<file path="config.mk">
export PLATFORM = sky130hd
export DESIGN_NAME = adder_arbiter
export DESIGN_NICKNAME = d
export VERILOG_FILES = /design/src/rtl/adder_arbiter.sv
export SDC_FILE = /design/constraint.sdc
export NUM_CORES = 1
export LEC_CHECK = 0
export ABC_AREA = 1
export BUFFER_PORTS_ARGS = -buffer_cell sky130_fd_sc_hd__buf_2
export CAP_MARGIN = 5
export CORE_MARGIN = 5
export CORE_UTILIZATION = 50
export DETAILED_ROUTE_END_ITERATION = 10
export PLACE_DENSITY_LB_ADDON = 0.25
export REMOVE_ABC_BUFFERS = 1
export SYNTH_ARGS = -nofsm -noshare
export SYNTH_HDL_FRONTEND = slang
export SYNTH_SLANG_ARGS = --single-unit
</file>
<file path="constraint.sdc">
create_clock -name clk -period 2.1 [get_ports clk]
set_clock_uncertainty 0.2 [all_clocks]
set_input_delay 0.315 -clock clk [delete_from_list [all_inputs] [get_ports clk]]
set_output_delay 0.315 -clock clk [all_outputs]
set_load 0.005 [all_outputs]
</file>
<file path="src/rtl/adder_arbiter.sv">
// Two-port round-robin front end for a single 4-bit top_adder: operands and result are registered.
// Optional grant/overflow statistics counters are built when ADDER_ARB_STATS_EN is defined.

module top_adder (
  input  logic [3:0] A,
  input  logic [3:0] B,
  output logic [3:0] OutSum,
  output logic       overflow
);
  assign {overflow, OutSum} = {1'b0, A} + {1'b0, B};
endmodule

module adder_arbiter #(
  parameter int WIDTH = 4,
  parameter int CNT_W = 8
) (
  input  logic             clk,
  input  logic             rst,
  input  logic             Req0Valid,
  output logic             Req0Ready,
  input  logic [WIDTH-1:0] Req0A,
  input  logic [WIDTH-1:0] Req0B,
  input  logic             Req1Valid,
  output logic             Req1Ready,
  input  logic [WIDTH-1:0] Req1A,
  input  logic [WIDTH-1:0] Req1B,
  output logic             RespValid,
  input  logic             RespReady,
  output logic             RespId,
  output logic [WIDTH-1:0] RespSum,
  output logic             RespOverflow,
`ifdef ADDER_ARB_STATS_EN
  output logic [CNT_W-1:0] Gnt0Count,
  output logic [CNT_W-1:0] Gnt1Count,
  output logic [CNT_W-1:0] OvfCount,
`endif
  output logic [1:0]       dbg_state
);

  // Handshakes: a transfer happens on a rising edge where Valid and Ready are both 1.
  // Requesters hold Valid/operands until Ready; the response holds until RespReady.
  localparam logic [1:0] IDLE = 2'd0;
  localparam logic [1:0] CALC = 2'd1;
  localparam logic [1:0] RESP = 2'd2;

  logic [1:0]       state;
  logic             rr_ptr;
  logic [WIDTH-1:0] op_a;
  logic [WIDTH-1:0] op_b;
  logic             op_id;
  logic [WIDTH-1:0] add_sum;
  logic             add_ovf;
  logic             gnt0;
  logic             gnt1;
  logic             hs0;
  logic             hs1;
  logic             resp_hs;

  top_adder u_adder (
    .A        (op_a),
    .B        (op_b),
    .OutSum   (add_sum),
    .overflow (add_ovf)
  );

  // A lone requester always wins; on a tie the pointer picks (0 favours Req0).
  assign gnt0 = Req0Valid & (~Req1Valid | ~rr_ptr);
  assign gnt1 = Req1Valid & (~Req0Valid | rr_ptr);

  assign Req0Ready = (state == IDLE) & ~rst & gnt0;
  assign Req1Ready = (state == IDLE) & ~rst & gnt1;
  assign hs0       = Req0Valid & Req0Ready;
  assign hs1       = Req1Valid & Req1Ready;
  assign RespValid = (state == RESP);
  assign resp_hs   = RespValid & RespReady;
  assign dbg_state = state;

  always_ff @(posedge clk) begin
    if (rst) begin
      state        <= IDLE;
      rr_ptr       <= 1'b0;
      op_a         <= '0;
      op_b         <= '0;
      op_id        <= 1'b0;
      RespId       <= 1'b0;
      RespSum      <= '0;
      RespOverflow <= 1'b0;
    end else begin
      case (state)
        IDLE: begin
          if (hs0) begin
            op_a   <= Req0A;
            op_b   <= Req0B;
            op_id  <= 1'b0;
            rr_ptr <= 1'b1;
            state  <= CALC;
          end else if (hs1) begin
            op_a   <= Req1A;
            op_b   <= Req1B;
            op_id  <= 1'b1;
            rr_ptr <= 1'b0;
            state  <= CALC;
          end
        end
        CALC: begin
          RespId       <= op_id;
          RespSum      <= add_sum;
          RespOverflow <= add_ovf;
          state        <= RESP;
        end
        RESP: begin
          if (resp_hs) state <= IDLE;
        end
        default: state <= IDLE;
      endcase
    end
  end

`ifdef ADDER_ARB_STATS_EN
  always_ff @(posedge clk) begin
    if (rst) begin
      Gnt0Count <= '0;
      Gnt1Count <= '0;
      OvfCount  <= '0;
    end else begin
      if (hs0 && Gnt0Count != '1) Gnt0Count <= Gnt0Count + 1'b1;
      if (hs1 && Gnt1Count != '1) Gnt1Count <= Gnt1Count + 1'b1;
      if (resp_hs && RespOverflow && OvfCount != '1) OvfCount <= OvfCount + 1'b1;
    end
  end
`endif

endmodule

</file>
# After elaboration in Yosys (flattened, before gate mapping)

Index checks and enable logic that the tools add are counted.

Input port bits: 21
Bits in registers: 18
Word-level logic and storage cells: 43

Reduce and logical (&&, ||, !) cells: 4
Equality and inequality tests: 4
Muxes and demuxes: 12
Bitwise operators: 14
Add/sub/neg operators: 1

Operator list:

| cell                 | count |
|---|---|
| $mux W4              | 4 |
| $and A1 B1 Y1        | 8 |
| $mux W2              | 3 |
| $pmux W2 S3          | 1 |
| $add A4 B4 Y5        | 1 |
| $mux W1              | 4 |
| $not A1 Y1           | 4 |
| $reduce_and A2 Y1    | 2 |
| $ne A3 B3 Y1 const B | 1 |
| $eq A2 B1 Y1 const B | 1 |
| $eq A2 B2 Y1 const B | 1 |
| $logic_not A2 Y1     | 1 |
| $ne A2 B1 Y1 const B | 1 |
| $or A1 B1 Y1         | 2 |
| $reduce_bool A2 Y1   | 1 |

# Depth between registers and ports, before layout

Depth after elaboration: 8
Mapped depth: 8
Depth with buffers taken out: 8

# Modules after synthesis

From an unflattened synthesis, not the netlist that was laid out.

Cells, all modules: 150
Area, all modules: 1012.2 um2

Modules (own cells, without submodules):

| module        | seq. area each (um2) | cells each | area each (um2) | instances |
|---|---|---|---|---|
| adder_arbiter | 360.3                | 125        | 854.6           | 1 |
| top_adder     | 0.0                  | 25         | 157.7           | 1 |

# Worst setup path before layout

Ideal clock, no wire load.

Path type: register -> register
Start point: register op_a[0]
End point: register RespOverflow
Arrival time: 1158 ps
Stages on the path, launching flop included: 7
Setup slack: 672 ps
Buffers on the path: 0
Path through: dfxtp_1 ha_1 inv_1 fa_1 nor2_1 o21ai_0 a21oi_1

Cells in the longest elaborated chain, start to end: 1

Ends and longest elaborated chain:

| what                     | RTL line | RTL |
|---|---|---|
| start: declaration       | 48       | `logic [WIDTH-1:0] op_a;` |
| start signal: assignment | 92       | `op_a <= Req0A;` |
| start signal: assignment | 98       | `op_a <= Req1A;` |
| $add A4 B4 Y5            | 10       | `assign {overflow, OutSum} = {1'b0, A} + {1'b0, B};` |
| end signal: assignment   | 108      | `RespOverflow <= add_ovf;` |
| end: declaration         | 31       | `output logic RespOverflow,` |

No other way between the ends.
A chain may end at the register's enable or synchronous reset.

# Worst setup path in the final report

Start point: register state[1], in the netlist dbg_state[1]
End point: output Req1Ready

Cells in the longest elaborated chain, start to end: 3

Ends and longest elaborated chain:

| what                       | RTL line | RTL |
|---|---|---|
| start: declaration         | 46       | `logic [1:0] state;` |
| start signal: assignment   | 80       | `state <= IDLE;` |
| start signal: assignment   | 96       | `state <= CALC;` |
| start signal: assignment   | 102      | `state <= CALC;` |
| $logic_not A2 Y1           | 71       | `assign Req1Ready = (state == IDLE) & ~rst & gnt1;` |
| $and A1 B1 Y1 (2 in a row) | 71       |  |
| end: declaration           | 24       | `output logic Req1Ready,` |

No other way between the ends.

==> flow_summary.yaml <==
clocking:
  cts_resized: 0
  cts_tree: "built"
  cts_hold_buf: 0
  clk_pin_slew_ns: 0.10
  cts-root-buf: "clkbuf_4"
  clock-sinks: 18
  clock_path_buffers: 2
  h-tree-depth: 1
  clock_latency_ns: 0.30
  numCtsBuffers: 3
  post-cts-setup-buffers: 0
global_route:
  grt_max_degree: 12
  overflow: 0
  grt_usage_pct: 16.0
  antenna_found_initial: 0
  grt_pass1_wl_microns: 3430
  grt_pass1_vias: 826
detailed_routing:
  viasPerCell: 4.50
  drt-pass1-iter-count: 4
  drtAntennaViolNets: 0
  wl_per_cell_microns: 10.0
  drt_iter0_drc: 13
  route.vias.total: 891
  drt-total-wl_microns: 1990
  drc: 0
synthesis:
  yosysSeqAreaShare_pct: 37.3
  ys_seq_elements: 18
  syn_area_sq_um: 967
  synth.distinct_cells: 21
  yosys_warnings: 0
  syn_avg_cell_area_sq_um: 7.06
  syn_inst: 137
worst_setup_path:
  ff2ff_path_depth: 6
  endpoint_kind: "primary output"
  arrival_ns: 1.28
  cp_data_required_time_ns: 1.58
  crit_path_start: "dbg_state[1]"
  worst_setup_path_start_kind: "flop"
  r2r-start: "op_a[0]"
  worstSetupPathType: "reg -> out"
  worst-path-max-fanout: 9
timing:
  min_period_ns: 1.79
  fmax_ghz: 0.557
  fin_setup_tns_ns: 0
  worst_pin_slew_ns: 0.341
  hold_viol_final: 0
  relSlewSlack_pct: 77.2
  final-setup-viol-count: 0
  rsz0062_at_grt: "false"
  period_share_pct: 85.4
  finalMaxSlewViolations: 0
  whs_ns: 0.0704
layout:
  multi_input_area_sq_um: 527
  nets: 198
  diodes: 0
  drive_above_1_share_pct: 26.9
  fill_cells: 186
  regArea_sq_um: 360
  area_growth_syn_to_layout_pct: 22.8
  stdcell_count: 198
floorplanning:
  start_util_pct: 50.9
  io_pins: 32
  core_sq_um: 1900
  row_count: 16
  dieHeight_microns: 54.0
  die_area_sq_um: 2910
  fp.dieW_microns: 54.0
hold_path:
  hold_path_depth: 4
  hold_path.class: "in -> reg"
  hp-start: "RespReady"
place:
  placedCellCount: 194
  routabilityCongestion: 0.807
  hpwl_microns: 1600
  port_buffers: 31
pwr:
  p_leak_nw: 0.644
  powerDensity_nw_per_um2: 671
  ir_drop_uv: 410
run:
  drv_cap: 0
outcome:
  status: "finished clean"
==> cells in the final DEF (no fill, tap or decap) <==
| master | n |
|---|---|
| nor2_2 | 2 |
| inv_1 | 19 |
| a21oi_1 | 6 |
| nand3_1 | 2 |
| dfxtp_1 | 18 |
| xor2_1 | 1 |
| nor2_8 | 2 |
| nor3_1 | 1 |
| nor2_1 | 34 |
| inv_2 | 1 |
| nor2_4 | 1 |
| nand2_1 | 31 |
| nand4_2 | 1 |
| nand2_4 | 1 |
| buf_2 | 31 |
| clkbuf_8 | 1 |
| nand2_2 | 2 |
| a21oi_4 | 1 |
| a211oi_1 | 1 |
| fa_1 | 1 |
| o21ai_0 | 7 |
| ha_1 | 4 |
| clkbuf_4 | 3 |
==> area by class of cell <==
type,instances,area share (%)
flip-flops and latches,18,30.3
well taps,27,2.85
repair buffers,31,13.1
inverters,20,6.32
multi-input cells,98,44.4
clock buffers,4,3.06
==> Yosys cell counts <==
library cell	instances	share of area, %
nand2_4	1	1.2
inv_2	1	0.39
nor2_1	34	13
nor2_8	2	4.1
buf_2	1	0.52
nand2_1	31	12
dfxtp_1	18	37
a21oi_1	6	3.1
nand4_2	1	1.3
nor2_4	1	1.2
a211oi_1	1	0.78
a21oi_4	1	1.7
nor2_2	2	1.3
fa_1	1	2.1
o21ai_0	7	3.6
nor3_1	1	0.52
inv_1	19	7.4
ha_1	4	5.2
nand2_2	2	1.3
nand3_1	2	1.0
xor2_1	1	0.91
==> critical path, cell delays in order, from the launching register on <==
cell	delay, ns
dfxtp_1	0.38
nor2_4	0.16
nand2_4	0.12
nor2_8	0.18
buf_2	0.14
==> per-stage QoR <==
step           util, %  setup slack (ns)  total power, mW  cell area, sq um
2_1_floorplan        -             0.672            0.522               962
3_3_place_gp      60.5             0.529            0.584              1150
3_5_place_dp      60.5             0.498            0.589              1150
4_1_cts           62.4             0.280            0.806              1190
5_1_grt           62.4             0.226            0.852              1190
6_report          62.4             0.306            0.797              1190
==> state kept, by name, indices dropped and copies added, names as in the netlist <==
| register | cells |
|---|---|
| RespSum | 4 |
| op_a | 4 |
| op_b | 4 |
| dbg_state | 2 |
| RespId | 1 |
| RespOverflow | 1 |
| op_id | 1 |
| rr_ptr | 1 |
==> cells by family after synthesis <==
logic type | after synthesis | share of synthesized area [%]
buffers and inverters | 21 | 8.28
DFF | 18 | 37.3
and+or+nand+nor | 77 | 37.1
AOI/OAI and AO/OA | 15 | 9.19
adders and majority gates | 5 | 7.24
xor gates and xnor gates | 1 | 0.906
==> routing by layer <==
| layer | wire length (microns) | track usage, % |
|---|---|---|
| met1 | 903 | 19.2 |
| met5 | 0 | 0 |
| met4 | 26 | 4.98 |
| met3 | 99 | 4.16 |
| met2 | 956 | 27.8 |
==> final timing paths <==
path | endpoint | slack (ns)
worst max-delay path | Req1Ready | 0.31
worst min-delay path | dbg_state[1] | 0.07
worst max register to register | RespOverflow | 0.55
worst min register to register | op_id | 0.31
==> power by group <==
group / internal, mW / switching [mW] / total [mW] / leakage (nW)
clock network: 0.106 / 0.113 / 0.219 / 0.0210
logic: 0.0772 / 0.111 / 0.188 / 0.475
registers: 0.373 / 0.0173 / 0.390 / 0.148
total: 0.556 / 0.241 / 0.797 / 0.644
Note: power is estimated with default switching activity, not from simulation.
